<file path="src/rtl/alarm_clock_fsm_if.sv">
// Signal bundle between the keypad sequencer and its neighbours: keypad code,
// buttons and seconds tick in; shift, display-select and load strobes out.
interface alarm_clock_fsm_if;
  logic       one_second;
  logic       alarm_button;
  logic       time_button;
  logic [3:0] key;
  logic       shift;
  logic       show_new_time;
  logic       show_a;
  logic       load_new_a;
  logic       load_new_c;

  // master drives the inputs and watches the strobes (keypad side / bench)
  modport master (
    output one_second, alarm_button, time_button, key,
    input  shift, show_new_time, show_a, load_new_a, load_new_c
  );

  modport slave (
    input  one_second, alarm_button, time_button, key,
    output shift, show_new_time, show_a, load_new_a, load_new_c
  );
endinterface

</file>
<file path="src/rtl/alarm_clock_fsm.sv">
// Keypad entry sequencer for the alarm clock: one shift per digit press,
// commit to alarm or time on button, abandon entry after an idle timeout.
module alarm_clock_fsm #(
  parameter logic [3:0]  NOKEY       = 4'd10,
  parameter int unsigned TIMEOUT_SEC = 10
) (
  input logic              clock,
  input logic              reset,
  alarm_clock_fsm_if.slave bus
);

  localparam logic [3:0] TIMEOUT_CNT = 4'(TIMEOUT_SEC);

  typedef enum logic [2:0] {
    SHOW_TIME        = 3'd0,
    KEY_STORED       = 3'd1,
    KEY_WAITED       = 3'd2,
    KEY_ENTRY        = 3'd3,
    SHOW_ALARM       = 3'd4,
    SET_ALARM_TIME   = 3'd5,
    SET_CURRENT_TIME = 3'd6
  } state_t;

  state_t     state_reg;
  state_t     state_next;
  logic [3:0] sec_cnt_reg;
  logic [3:0] sec_cnt_next;

  logic key_valid;
  logic timeout;
  logic counting;

  logic shift_dec;
  logic show_new_time_dec;
  logic show_a_dec;
  logic load_new_a_dec;
  logic load_new_c_dec;

  assign key_valid = (bus.key != NOKEY);
  assign timeout   = (sec_cnt_reg == TIMEOUT_CNT);
  assign counting  = (state_reg == KEY_WAITED) || (state_reg == KEY_ENTRY);

  always_ff @(posedge clock) begin
    if (reset) begin
      state_reg   <= SHOW_TIME;
      sec_cnt_reg <= 4'd0;
    end else begin
      state_reg   <= state_next;
      sec_cnt_reg <= sec_cnt_next;
    end
  end

  always_comb begin
    state_next        = SHOW_TIME;
    shift_dec         = 1'b0;
    show_new_time_dec = 1'b0;
    show_a_dec        = 1'b0;
    load_new_a_dec    = 1'b0;
    load_new_c_dec    = 1'b0;

    case (state_reg)
      SHOW_TIME: begin
        if (bus.alarm_button)  state_next = SHOW_ALARM;
        else if (key_valid)    state_next = KEY_STORED;
        else                   state_next = SHOW_TIME;
      end
      KEY_STORED: begin
        shift_dec  = 1'b1;
        state_next = KEY_WAITED;
      end
      KEY_WAITED: begin
        show_new_time_dec = 1'b1;
        if (!key_valid)        state_next = KEY_ENTRY;
        else if (timeout)      state_next = SHOW_TIME;
        else                   state_next = KEY_WAITED;
      end
      KEY_ENTRY: begin
        show_new_time_dec = 1'b1;
        if (bus.alarm_button)     state_next = SET_ALARM_TIME;
        else if (bus.time_button) state_next = SET_CURRENT_TIME;
        else if (key_valid)       state_next = KEY_STORED;
        else if (timeout)         state_next = SHOW_TIME;
        else                      state_next = KEY_ENTRY;
      end
      SHOW_ALARM: begin
        show_a_dec = 1'b1;
        state_next = bus.alarm_button ? SHOW_ALARM : SHOW_TIME;
      end
      SET_ALARM_TIME: begin
        load_new_a_dec    = 1'b1;
        show_new_time_dec = 1'b1;
        state_next        = SHOW_TIME;
      end
      SET_CURRENT_TIME: begin
        load_new_c_dec    = 1'b1;
        show_new_time_dec = 1'b1;
        state_next        = SHOW_TIME;
      end
      default: state_next = SHOW_TIME;
    endcase

    // The idle window restarts at every accepted digit and survives the
    // WAITED->ENTRY hop, so it measures time since the last shift.
    sec_cnt_next = sec_cnt_reg;
    if ((state_next == KEY_STORED) || !counting)
      sec_cnt_next = 4'd0;
    else if (bus.one_second && !timeout)
      sec_cnt_next = sec_cnt_reg + 4'd1;
  end

  assign bus.shift         = shift_dec;
  assign bus.show_new_time = show_new_time_dec;
  assign bus.show_a        = show_a_dec;
  assign bus.load_new_a    = load_new_a_dec;
  assign bus.load_new_c    = load_new_c_dec;

endmodule

</file>
<file path="src/flat_wrapper.sv">
// flat-port wrapper written by rule: the top's interface ports become plain ports
module alarm_clock_fsm_flat 
#(
  parameter logic [3:0]  NOKEY       = 4'd10,
  parameter int unsigned TIMEOUT_SEC = 10
)
  (clock, reset, bus_one_second, bus_alarm_button, bus_time_button, bus_key, bus_shift, bus_show_new_time, bus_show_a, bus_load_new_a, bus_load_new_c);
  alarm_clock_fsm_if bus_i ();
  input logic clock;
  input logic reset;
  input wire logic [$bits(bus_i.one_second)-1:0] bus_one_second;
  input wire logic [$bits(bus_i.alarm_button)-1:0] bus_alarm_button;
  input wire logic [$bits(bus_i.time_button)-1:0] bus_time_button;
  input wire logic [$bits(bus_i.key)-1:0] bus_key;
  output wire logic [$bits(bus_i.shift)-1:0] bus_shift;
  output wire logic [$bits(bus_i.show_new_time)-1:0] bus_show_new_time;
  output wire logic [$bits(bus_i.show_a)-1:0] bus_show_a;
  output wire logic [$bits(bus_i.load_new_a)-1:0] bus_load_new_a;
  output wire logic [$bits(bus_i.load_new_c)-1:0] bus_load_new_c;
  assign bus_i.one_second = bus_one_second;
  assign bus_i.alarm_button = bus_alarm_button;
  assign bus_i.time_button = bus_time_button;
  assign bus_i.key = bus_key;
  assign bus_shift = bus_i.shift;
  assign bus_show_new_time = bus_i.show_new_time;
  assign bus_show_a = bus_i.show_a;
  assign bus_load_new_a = bus_i.load_new_a;
  assign bus_load_new_c = bus_i.load_new_c;
  alarm_clock_fsm #(.NOKEY(NOKEY), .TIMEOUT_SEC(TIMEOUT_SEC)) u_core (.clock(clock), .reset(reset), .bus(bus_i));
endmodule
</file>
<file path="config.mk">
export PLATFORM = sky130hd
export DESIGN_NAME = alarm_clock_fsm_flat
export DESIGN_NICKNAME = d
export VERILOG_FILES = /design/src/rtl/alarm_clock_fsm_if.sv /design/src/rtl/alarm_clock_fsm.sv /design/src/flat_wrapper.sv
export SDC_FILE = /design/constraint.sdc
export NUM_CORES = 1
export LEC_CHECK = 0
export CAP_MARGIN = 20
export CORE_AREA = 3 3 40 42
export CTS_CLUSTER_SIZE = 24
export DETAILED_ROUTE_END_ITERATION = 12
export DIE_AREA = 0 0 43 45
export PLACE_DENSITY = 0.69
export SETUP_SLACK_MARGIN = 0.4
export SYNTH_ARGS = -nofsm -noshare
export SYNTH_HDL_FRONTEND = slang
export SYNTH_SLANG_ARGS = --single-unit
</file>
<file path="constraint.sdc">
create_clock -name clock -period 4.4 [get_ports clock]
set_clock_uncertainty 0.15 [all_clocks]
set_input_delay 0.66 -clock clock [delete_from_list [all_inputs] [get_ports clock]]
set_output_delay 0.66 -clock clock [all_outputs]
set_load 0.005 [all_outputs]
</file>
==> results.toml, run 1 <==
[global_route]
grt_usage_pct = 12.28
grt_pass1_vias = 435
grt_pass1_wl_mm = 1.752
antenna_found_initial = 0
grt_overflow = 0
grt_max_degree = 12

[cts]
clock_sinks = 7
cts.repair.resized = 0
cts_root_buffer = "clkbuf_4"
cts_setup_buffers = 0
cts-htree-levels = 1
insertion_delay_ns = 0.24
cts_hold_buf = 0
cts.clk_slew.worst_paths_ns = 0.05
cts.path.max_buffers = 2
numCtsBuffers = 3
cts_tree = "yes"

[final_layout]
drive_gt1_share_pct = 13.16
largest_register_ffs = 4
mostFrequentLayoutCell = "clkdlybuf4s50_1"
stdcell_area_um2 = 695.7
mostFrequentLayoutCells = "13 x clkdlybuf4s50_1, 7 x dfxtp_1, 6 x nor2_1"
fin_cells = 91
seq_area_um2 = 140.1
nNetsFinal = 88
diodes = 0
fillers = 125
multi_input_comb_area_um2 = 372.9
area_growth_pct = 27.23

[floorplanning]
die_h_um = 45
die_w_um = 43
die-area_um2 = 1935
pin_count = 14
core-area_um2 = 1285
rows = 13
start_util_pct = 42.55

[power]
p_seq_share_pct = 42.9
power.internal_w = 0.0001265
p_per_area_nw_per_um2 = 248.2
leakage_nw = 0.2720
netSwitchingPower_w = 0.00004618
p_comb_share_pct = 24.6
p_clk_share_pct = 32.5
p_sw_share_pct = 26.75
ir_drop_v = 0.0001713

[placement]
dp_hpwl_um = 821.7
dp_worst_setup_slack_ns = 1.991
placed_area_um2 = 669.4
dp.cells = 87
routabilityCongestion = 0.7654
io_buffers = 13

[timing]
worst_hold_slack_ns = 0.4632
setup_slack_ns = 1.959
report.final.slew_viol_count = 0
post-route-period-util_pct = 55.47
period_needed_ns = 2.441
tns_ns = 0
worst_pin_slew_ns = 0.4278
timing_hold_violations_final = 0
max_freq_mhz = 409.7
relSlewSlack_pct = 71.44
rsz0062_at_grt = "false"
setup_viol = 0

[synth]
netlist_area_um2 = 546.8
synth-seq-area-share_pct = 25.63
syn_avg_cell_area_um2 = 8.819
syn-num-nets = 73
ys_types = 34
syn_inst = 62
ys_seq_elements = 7
synth_warnings = 0

[routing]
vias = 467
drc = 0
postRouteAntennaNets = 0
avgRoutedWirePerCell_um = 11.07
wl_mm = 1.007
detail_route.first_pass.iterations = 4
vias_per_cell = 5.132
drt-initial-drc-count = 12

[critical_path]
critPathMaxStageDelay_ns = 0.53
r2r_slack_ns = 2.58
crit_chain = "nor2b_2 > nand2b_1 > inv_1 > clkdlybuf4s50_1"
reg2reg_from = "u_core.state_reg[1]$_SDFF_PP0_"
endpoint_kind = "output pin"
crit_type = "reg2out"
cp.required_ns = 3.59
critPathSlowestCell = "dfxtp_1"
start_kind = "flip-flop"
crit_fanout = 11
reg2reg_to = "u_core.sec_cnt_reg[2]$_SDFFE_PP0P_"
crit_family = "buffers and inverters"
arrival_ns = 1.63
reg2regPathDepth = 4
path_buf_inv = 2

[worst_hold_path]
worst_hold_path.num_cells = 3
min_to = "u_core.sec_cnt_reg[0]$_SDFFE_PP0P_"
hold_class = "reg2reg"
hp-start = "u_core.sec_cnt_reg[0]$_SDFFE_PP0P_"

[run_status]
outcome = "finished clean"

[run]
drv_cap = 0
## cells by family after synthesis
group	share of synthesized area [%]
adder cells (fa/ha/maj)	4.576
XOR/XNOR	6.408
flip-flops	25.63
AND/OR/NAND/NOR	34.78
buffers and inverters	6.180
AO/OA/AOI/OAI	22.42
## final cells by class
cell class | instances | share of cell area, %
Clock buffer | 4 | 3.777
Inverter | 2 | 1.079
Multi-Input combinational cell | 50 | 53.60
Sequential cell | 7 | 20.14
Tap cell | 15 | 2.698
Timing Repair Buffer | 13 | 18.71
## layer usage
layer  global-route usage, %  up-vias  share of wire, %
li1                        -      257                 -
met3                   4.382        2               5.0
met5                       0        -                 0
met4                   9.036        0               1.5
met1                   15.09      197                49
met2                   17.66       11                44
## worst min-delay path, delay by kind of cell (launching register included)
kind	cells	cell delay (ns)
buffers and inverters	1	0.09
AO/OA/AOI/OAI	1	0.04
flip-flops	1	0.32
XOR/XNOR	1	0.12
## Yosys cell counts
cell type	count	area, um2
o311a_2	1	11.26
o21ai_0	1	5.000
nor2_1	6	22.52
nor4_1	1	6.260
nand3b_2	1	11.26
or3b_1	1	8.760
nor2b_2	1	8.760
nand4_1	1	6.260
and2_1	1	6.260
nand3b_1	1	7.510
inv_1	2	7.510
o21bai_1	3	22.52
clkbuf_4	1	7.510
a311o_1	1	10.01
nand3b_4	1	20.02
nor2b_4	1	13.76
nand3_1	1	5.000
nor2b_1	1	6.260
nand2_1	4	15.01
a21oi_1	4	20.02
and4bb_2	1	12.51
ha_1	2	25.02
xor2_1	2	17.52
a211oi_2	1	12.51
nor4bb_1	1	10.01
buf_4	1	7.510
nand2b_1	4	25.02
o311a_1	1	10.01
a311oi_1	1	8.760
xnor2_1	2	17.52
dfxtp_1	7	140.1
buf_6	1	11.26
a211oi_1	3	22.52
nor3_1	1	5.000
## worst max path at each step
stage | startpoint | endpoint | slack [ns] | depth (start not counted)
after floorplan | bus_key[2] | u_core.sec_cnt_reg[0]$_SDFFE_PP0P_ | 2.59 | 4
after global placement | bus_alarm_button | u_core.sec_cnt_reg[2]$_SDFFE_PP0P_ | 2.01 | 5
after detailed placement | bus_alarm_button | u_core.sec_cnt_reg[3]$_SDFFE_PP0P_ | 1.99 | 5
after CTS | u_core.state_reg[0]$_SDFF_PP0_ | bus_shift | 1.94 | 4
after global routing | u_core.state_reg[0]$_SDFF_PP0_ | bus_shift | 1.86 | 4
final | u_core.state_reg[0]$_SDFF_PP0_ | bus_shift | 1.96 | 4
## metrics by stage
step                utilization [%]  total power [W]
floorplan                         -        0.0001025
global placement              52.09        0.0001183
detailed placement            52.09        0.0001182
CTS                           54.14        0.0001756
global route                  54.14        0.0001840
finish                        54.14        0.0001726
## power by group through the flow
stage | combinational, W | clock [W] | sequential (W)
finish | 0.0000425 | 0.0000560 | 0.0000741
global route | 0.0000472 | 0.0000620 | 0.0000748
CTS | 0.0000430 | 0.0000586 | 0.0000740
global placement | 0.0000428 | 0 | 0.0000754
floorplan | 0.0000339 | 0 | 0.0000686
detailed placement | 0.0000429 | 0 | 0.0000752
Note: power is estimated with default switching activity, not from simulation.
==> run 2: changes to the inputs <==
CORE_AREA = unset   (was 3 3 40 42)
CORE_MARGIN = 3   (was unset)
CORE_UTILIZATION = 41   (was unset)
DIE_AREA = unset   (was 0 0 43 45)
PLACE_DENSITY = 0.72   (was 0.69)
clock period = 2.2 ns   (was 4.4 ns; I/O delays follow)
==> run 2 against run 1 <==
  * First-iteration DRC count is the same
  * Clock power rose by 110%
  * Global-route usage grew 3.3 points
  * Via count rose by 12%
  * Sequential cell count stayed put
  * Cell count up 3.3%
  * Total power rose by 110%
  * Critical path depth grew 1
  * Combinational power is 130% higher
  * Largest power group unchanged
  * Highest routed layer unchanged
==> results.toml, run 2 (synthesis gave the netlist of run 1 again) <==
[global_route]
antenna_found_initial = 0
met3_usage_pct = 5.150
grt_max_degree = 12
grt_use_met1_pct = 19.08
grt_pass1_vias = 484
grt_overflow = 0
use_met2_pct = 25.23
grt_usage_pct = 15.62
grt_pass1_wl_mm = 2.159
grt.busiest_layer = "met2"

[placement]
routabilityCongestion = 0.7463
dp_hpwl_um = 925.1
placed_area_um2 = 683.2
io_buffers = 13

[timing]
report.final.slew_viol_count = 0
timing_hold_violations_final = 0
post-route-period-util_pct = 89.74
setup_viol = 0
rsz0062_at_grt = "true"
tns_ns = 0
max_freq_mhz = 506.5
period_needed_ns = 1.974
worst_pin_slew_ns = 0.4249
relSlewSlack_pct = 71.48

[power]
ir_drop_v = 0.0003479
leakage_nw = 0.3166
p_per_area_nw_per_um2 = 478.5

[final_layout]
fin_util_pct = 64.10
fillers = 104
largest_register_ffs = 4
area_growth_pct = 37.30
mostFrequentLayoutCell = "clkdlybuf4s50_1"
diodes = 0
nNetsFinal = 92
mostFrequentLayoutCells = "9 x clkdlybuf4s50_1, 6 x nor2_1"
drive_gt1_share_pct = 25.00
seq_area_um2 = 150.1
multi_input_comb_area_um2 = 390.4
stdcell_area_um2 = 750.7

[routing]
avgRoutedWirePerCell_um = 14.51
drc = 0
vias_per_cell = 5.585
wl_mm = 1.364
vias = 525
drt-initial-drc-count = 12
detail_route.first_pass.iterations = 4
postRouteAntennaNets = 0

[critical_path]
arrival_ns = 1.49
crit_fanout = 5
start_kind = "flip-flop"
endpoint_kind = "output pin"
crit_type = "reg2out"
reg2regPathDepth = 5
cp.required_ns = 1.72

[cts]
cts-htree-levels = 1
clock_sinks = 7
cts.clk_slew.worst_paths_ns = 0.05
cts_root_buffer = "clkbuf_4"
cts_tree = "yes"
insertion_delay_ns = 0.25
numCtsBuffers = 3
cts.path.max_buffers = 2

[floorplanning]
die_w_um = 42.52
core-area_um2 = 1171
rows = 12
pin_count = 14
die_h_um = 42.52
die-area_um2 = 1808
start_util_pct = 46.69

[run_status]
outcome = "finished clean"

[worst_hold_path]
worst_hold_path.num_cells = 2
hold_class = "reg2reg"

[run]
drv_cap = 0
## run 2: power by group
part / internal [W] / total (W) / leakage (nW) / switching [W]
clock network: 0.0000691 / 0.000115 / 0.0150 / 0.0000460
registers: 0.000133 / 0.000147 / 0.0592 / 0.0000137
logic: 0.0000551 / 0.0000970 / 0.242 / 0.0000419
## run 2: critical path: stages (launching register included)
cell and delay (ns):
dfxtp_2 0.35, buf_4 0.16, nor2b_4 0.12, nand2b_1 0.08
inv_1 0.06, clkdlybuf4s50_1 0.48
## run 2: worst paths after layout
kind	startpoint	end	slack, ns
worst max register to register	u_core.sec_cnt_reg[1]$_SDFFE_PP0P_	u_core.sec_cnt_reg[0]$_SDFFE_PP0P_	0.45
worst min register to register	u_core.state_reg[0]$_SDFF_PP0_	u_core.state_reg[2]$_SDFF_PP0_	0.42
worst max-delay path	u_core.state_reg[1]$_SDFF_PP0_	bus_shift	0.23
worst min-delay path	u_core.state_reg[0]$_SDFF_PP0_	u_core.state_reg[2]$_SDFF_PP0_	0.42
## run 2: per-stage QoR
stage | worst slack, ns | total power (W) | std cells | hold WS (ns)
floorplan | 0.5093 | 0.0002050 | 62 | 0.2491
finish | 0.2257 | 0.0003592 | 94 | 0.4223
detailed placement | 0.1111 | 0.0002428 | 88 | 0.4352
CTS | 0.2293 | 0.0003595 | 92 | 0.4231
global placement | 0.1437 | 0.0002409 | 88 | 0.4593
global route | 0.1836 | 0.0003796 | 94 | 0.4456
## run 2: cell type report
type                    instances  share of cell area, %
clock buffers                   4                  3.500
repair buffers                 17                  21.17
well taps                      14                  2.333
multi-input cells              50                  52.00
inverters                       2                  1.000
flip-flops and latches          7                  20.00
## run 2: per-layer routing
layer	vias up	share of wire, %
met2	16	53
met1	244	42
met4	0	0.44
li1	263	-
met5	-	0
met3	2	4.8
## run 2: what timing repair did
item / 4_1_cts / 5_1_grt
pin swaps: 1 / 1
setup buffers: 0 / 2
endpoints found under the setup margin: 9 / 7
resized for setup: 11 / 3
hold buffers: 0 / 0
==> run 3: changes to the inputs <==
CORE_UTILIZATION = 40   (was 41)
PLACE_DENSITY = 0.7   (was 0.72)
==> run 3 against run 2 <==
  * Routed wire length is 13% lower
  * Sequential power about the same
  * Sequential share of layout area fell by 0.16 points
  * Non-clock buffer count grew 1
  * Fmax is 14% higher
  * Core utilization is 0.77 points higher
  * Count of clock-buffer cells in the layout down 1
  * Global-route usage fell by 1.2 points
  * Combinational power grew 15%
==> results.toml, run 3 (synthesis gave the netlist of run 1 again) <==
[run_status]
outcome = "finished clean"

[cts]
cts_root_buffer = "clkbuf_4"
insertion_delay_ns = 0.25
cts_tree = "yes"
cts-htree-levels = 1
clock_sinks = 7
numCtsBuffers = 3
cts.path.max_buffers = 2
cts.clk_slew.worst_paths_ns = 0.06

[power]
p_clk_share_pct = 30.9
p_comb_share_pct = 30.3
netSwitchingPower_w = 0.0001078
p_seq_share_pct = 38.8
p_per_area_nw_per_um2 = 481.0
p_sw_share_pct = 29.14
ir_drop_v = 0.0003396
power.internal_w = 0.0002623
leakage_nw = 0.3497
power_w = 0.0003701

[critical_path]
endpoint_kind = "flip-flop"
path_buf_inv = 1
start_kind = "input pin"
crit_family = "compound AO/OA/AOI/OAI gates"
crit_fanout = 5
critPathMaxStageDelay_ns = 0.39
crit_type = "in2reg"
critPathSlowestCell = "clkdlybuf4s50_1"
crit_chain = "clkdlybuf4s50_1 > and4bb_2 > a21oi_1 > o311a_2 > a211oi_1"
arrival_ns = 1.75
cp.required_ns = 2.22

[timing]
report.final.slew_viol_count = 0
period_needed_ns = 1.733
post-route-period-util_pct = 78.79
worst_pin_slew_ns = 0.3566
rsz0062_at_grt = "true"
setup_viol = 0
timing_hold_violations_final = 0
relSlewSlack_pct = 76.23
max_freq_mhz = 576.9
tns_ns = 0

[global_route]
grt_usage_pct = 14.42
grt_max_degree = 9
antenna_found_initial = 0
grt_pass1_wl_mm = 2.035
grt_pass1_vias = 505
grt_overflow = 0

[worst_hold_path]
hold_class = "in2reg"

[final_layout]
nNetsFinal = 93
multi_input_comb_area_um2 = 396.6
diodes = 0
area_growth_pct = 40.73
stdcell_area_um2 = 769.5
mostFrequentLayoutCell = "clkdlybuf4s50_1"
mostFrequentLayoutCells = "7 x clkdlybuf4s50_1, 5 x nor2_1, 5 x buf_4"
fillers = 100
drive_gt1_share_pct = 28.40
fin_util_pct = 64.87
seq_area_um2 = 152.6
largest_register_ffs = 4

[floorplanning]
die_h_um = 42.97
die-area_um2 = 1846
rows = 12
core-area_um2 = 1186
start_util_pct = 46.10
die_w_um = 42.97
pin_count = 14

[routing]
wl_mm = 1.185
wl_met2_um = 531
detail_route.first_pass.iterations = 4
drc = 0
vias_per_cell = 5.263
postRouteAntennaNets = 0
drt-initial-drc-count = 7
highest_layer = "met4"
avgRoutedWirePerCell_um = 12.47
met1Wirelength_um = 584
wl_met3_um = 55
vias = 500

[placement]
placed_area_um2 = 668.1
io_buffers = 13
routabilityCongestion = 0.7431
dp_hpwl_um = 895.7

[run]
drv_cap = 0
run 3: worst paths after layout:
path	depth (start not counted)	to	startpoint	slack, ns
worst max register to register	6	u_core.sec_cnt_reg[3]$_SDFFE_PP0P_	u_core.sec_cnt_reg[0]$_SDFFE_PP0P_	0.50
worst min-delay path	3	u_core.state_reg[2]$_SDFF_PP0_	bus_alarm_button	0.32
worst min register to register	3	u_core.state_reg[2]$_SDFF_PP0_	u_core.state_reg[1]$_SDFF_PP0_	0.43
worst max-delay path	5	u_core.sec_cnt_reg[3]$_SDFFE_PP0P_	bus_key[2]	0.47
run 3: layout make-up:
cell class / count / area share [%]
Clock buffer: 3 / 2.927
Clock inverter: 1 / 0.6504
Inverter: 2 / 0.9756
Multi-Input combinational cell: 50 / 51.54
Sequential cell: 7 / 19.84
Tap cell: 14 / 2.276
Timing Repair Buffer: 18 / 21.79
run 3: through the flow:
stage	cells	worst slack, ns	hold WS (ns)
2_1_floorplan	62	0.5093	0.2491
3_3_place_gp	86	0.1512	0.4446
3_5_place_dp	86	0.09136	0.4452
4_1_cts	94	0.4021	0.4210
5_1_grt	95	0.3719	0.3455
6_report	95	0.4665	0.3241
run 3: tightest hold or removal path: cells and delay by family:
family	cells	cell delay [ns]
compound gates	1	0.06
buf+inv	1	0.20
simple gates	1	0.09
run 3: repair_timing:
| action | in CTS | in global routing |
|---|---|---|
| setup endpoints to repair | 9 | 5 |
| hold buffers | 0 | 0 |
| setup buffers | 4 | 1 |
| cloned | 0 | 0 |
| resized for setup | 14 | 4 |
| pin swaps | 1 | 2 |
run 3: power groups by stage:
stage | clock network [W] | registers, W | logic (W)
6_report | 0.000114 | 0.000144 | 0.000112
5_1_grt | 0.000130 | 0.000145 | 0.000121
4_1_cts | 0.000119 | 0.000143 | 0.000102
3_5_place_dp | 0 | 0.000151 | 0.0000865
3_3_place_gp | 0 | 0.000151 | 0.0000861
2_1_floorplan | 0 | 0.000137 | 0.0000678
run 3: layer usage:
metal  global-route usage, %  up-vias
li1                        -      264
met1                   17.04      226
met2                   23.05        8
met3                   3.390        2
met4                   9.036        0
met5                       0        -
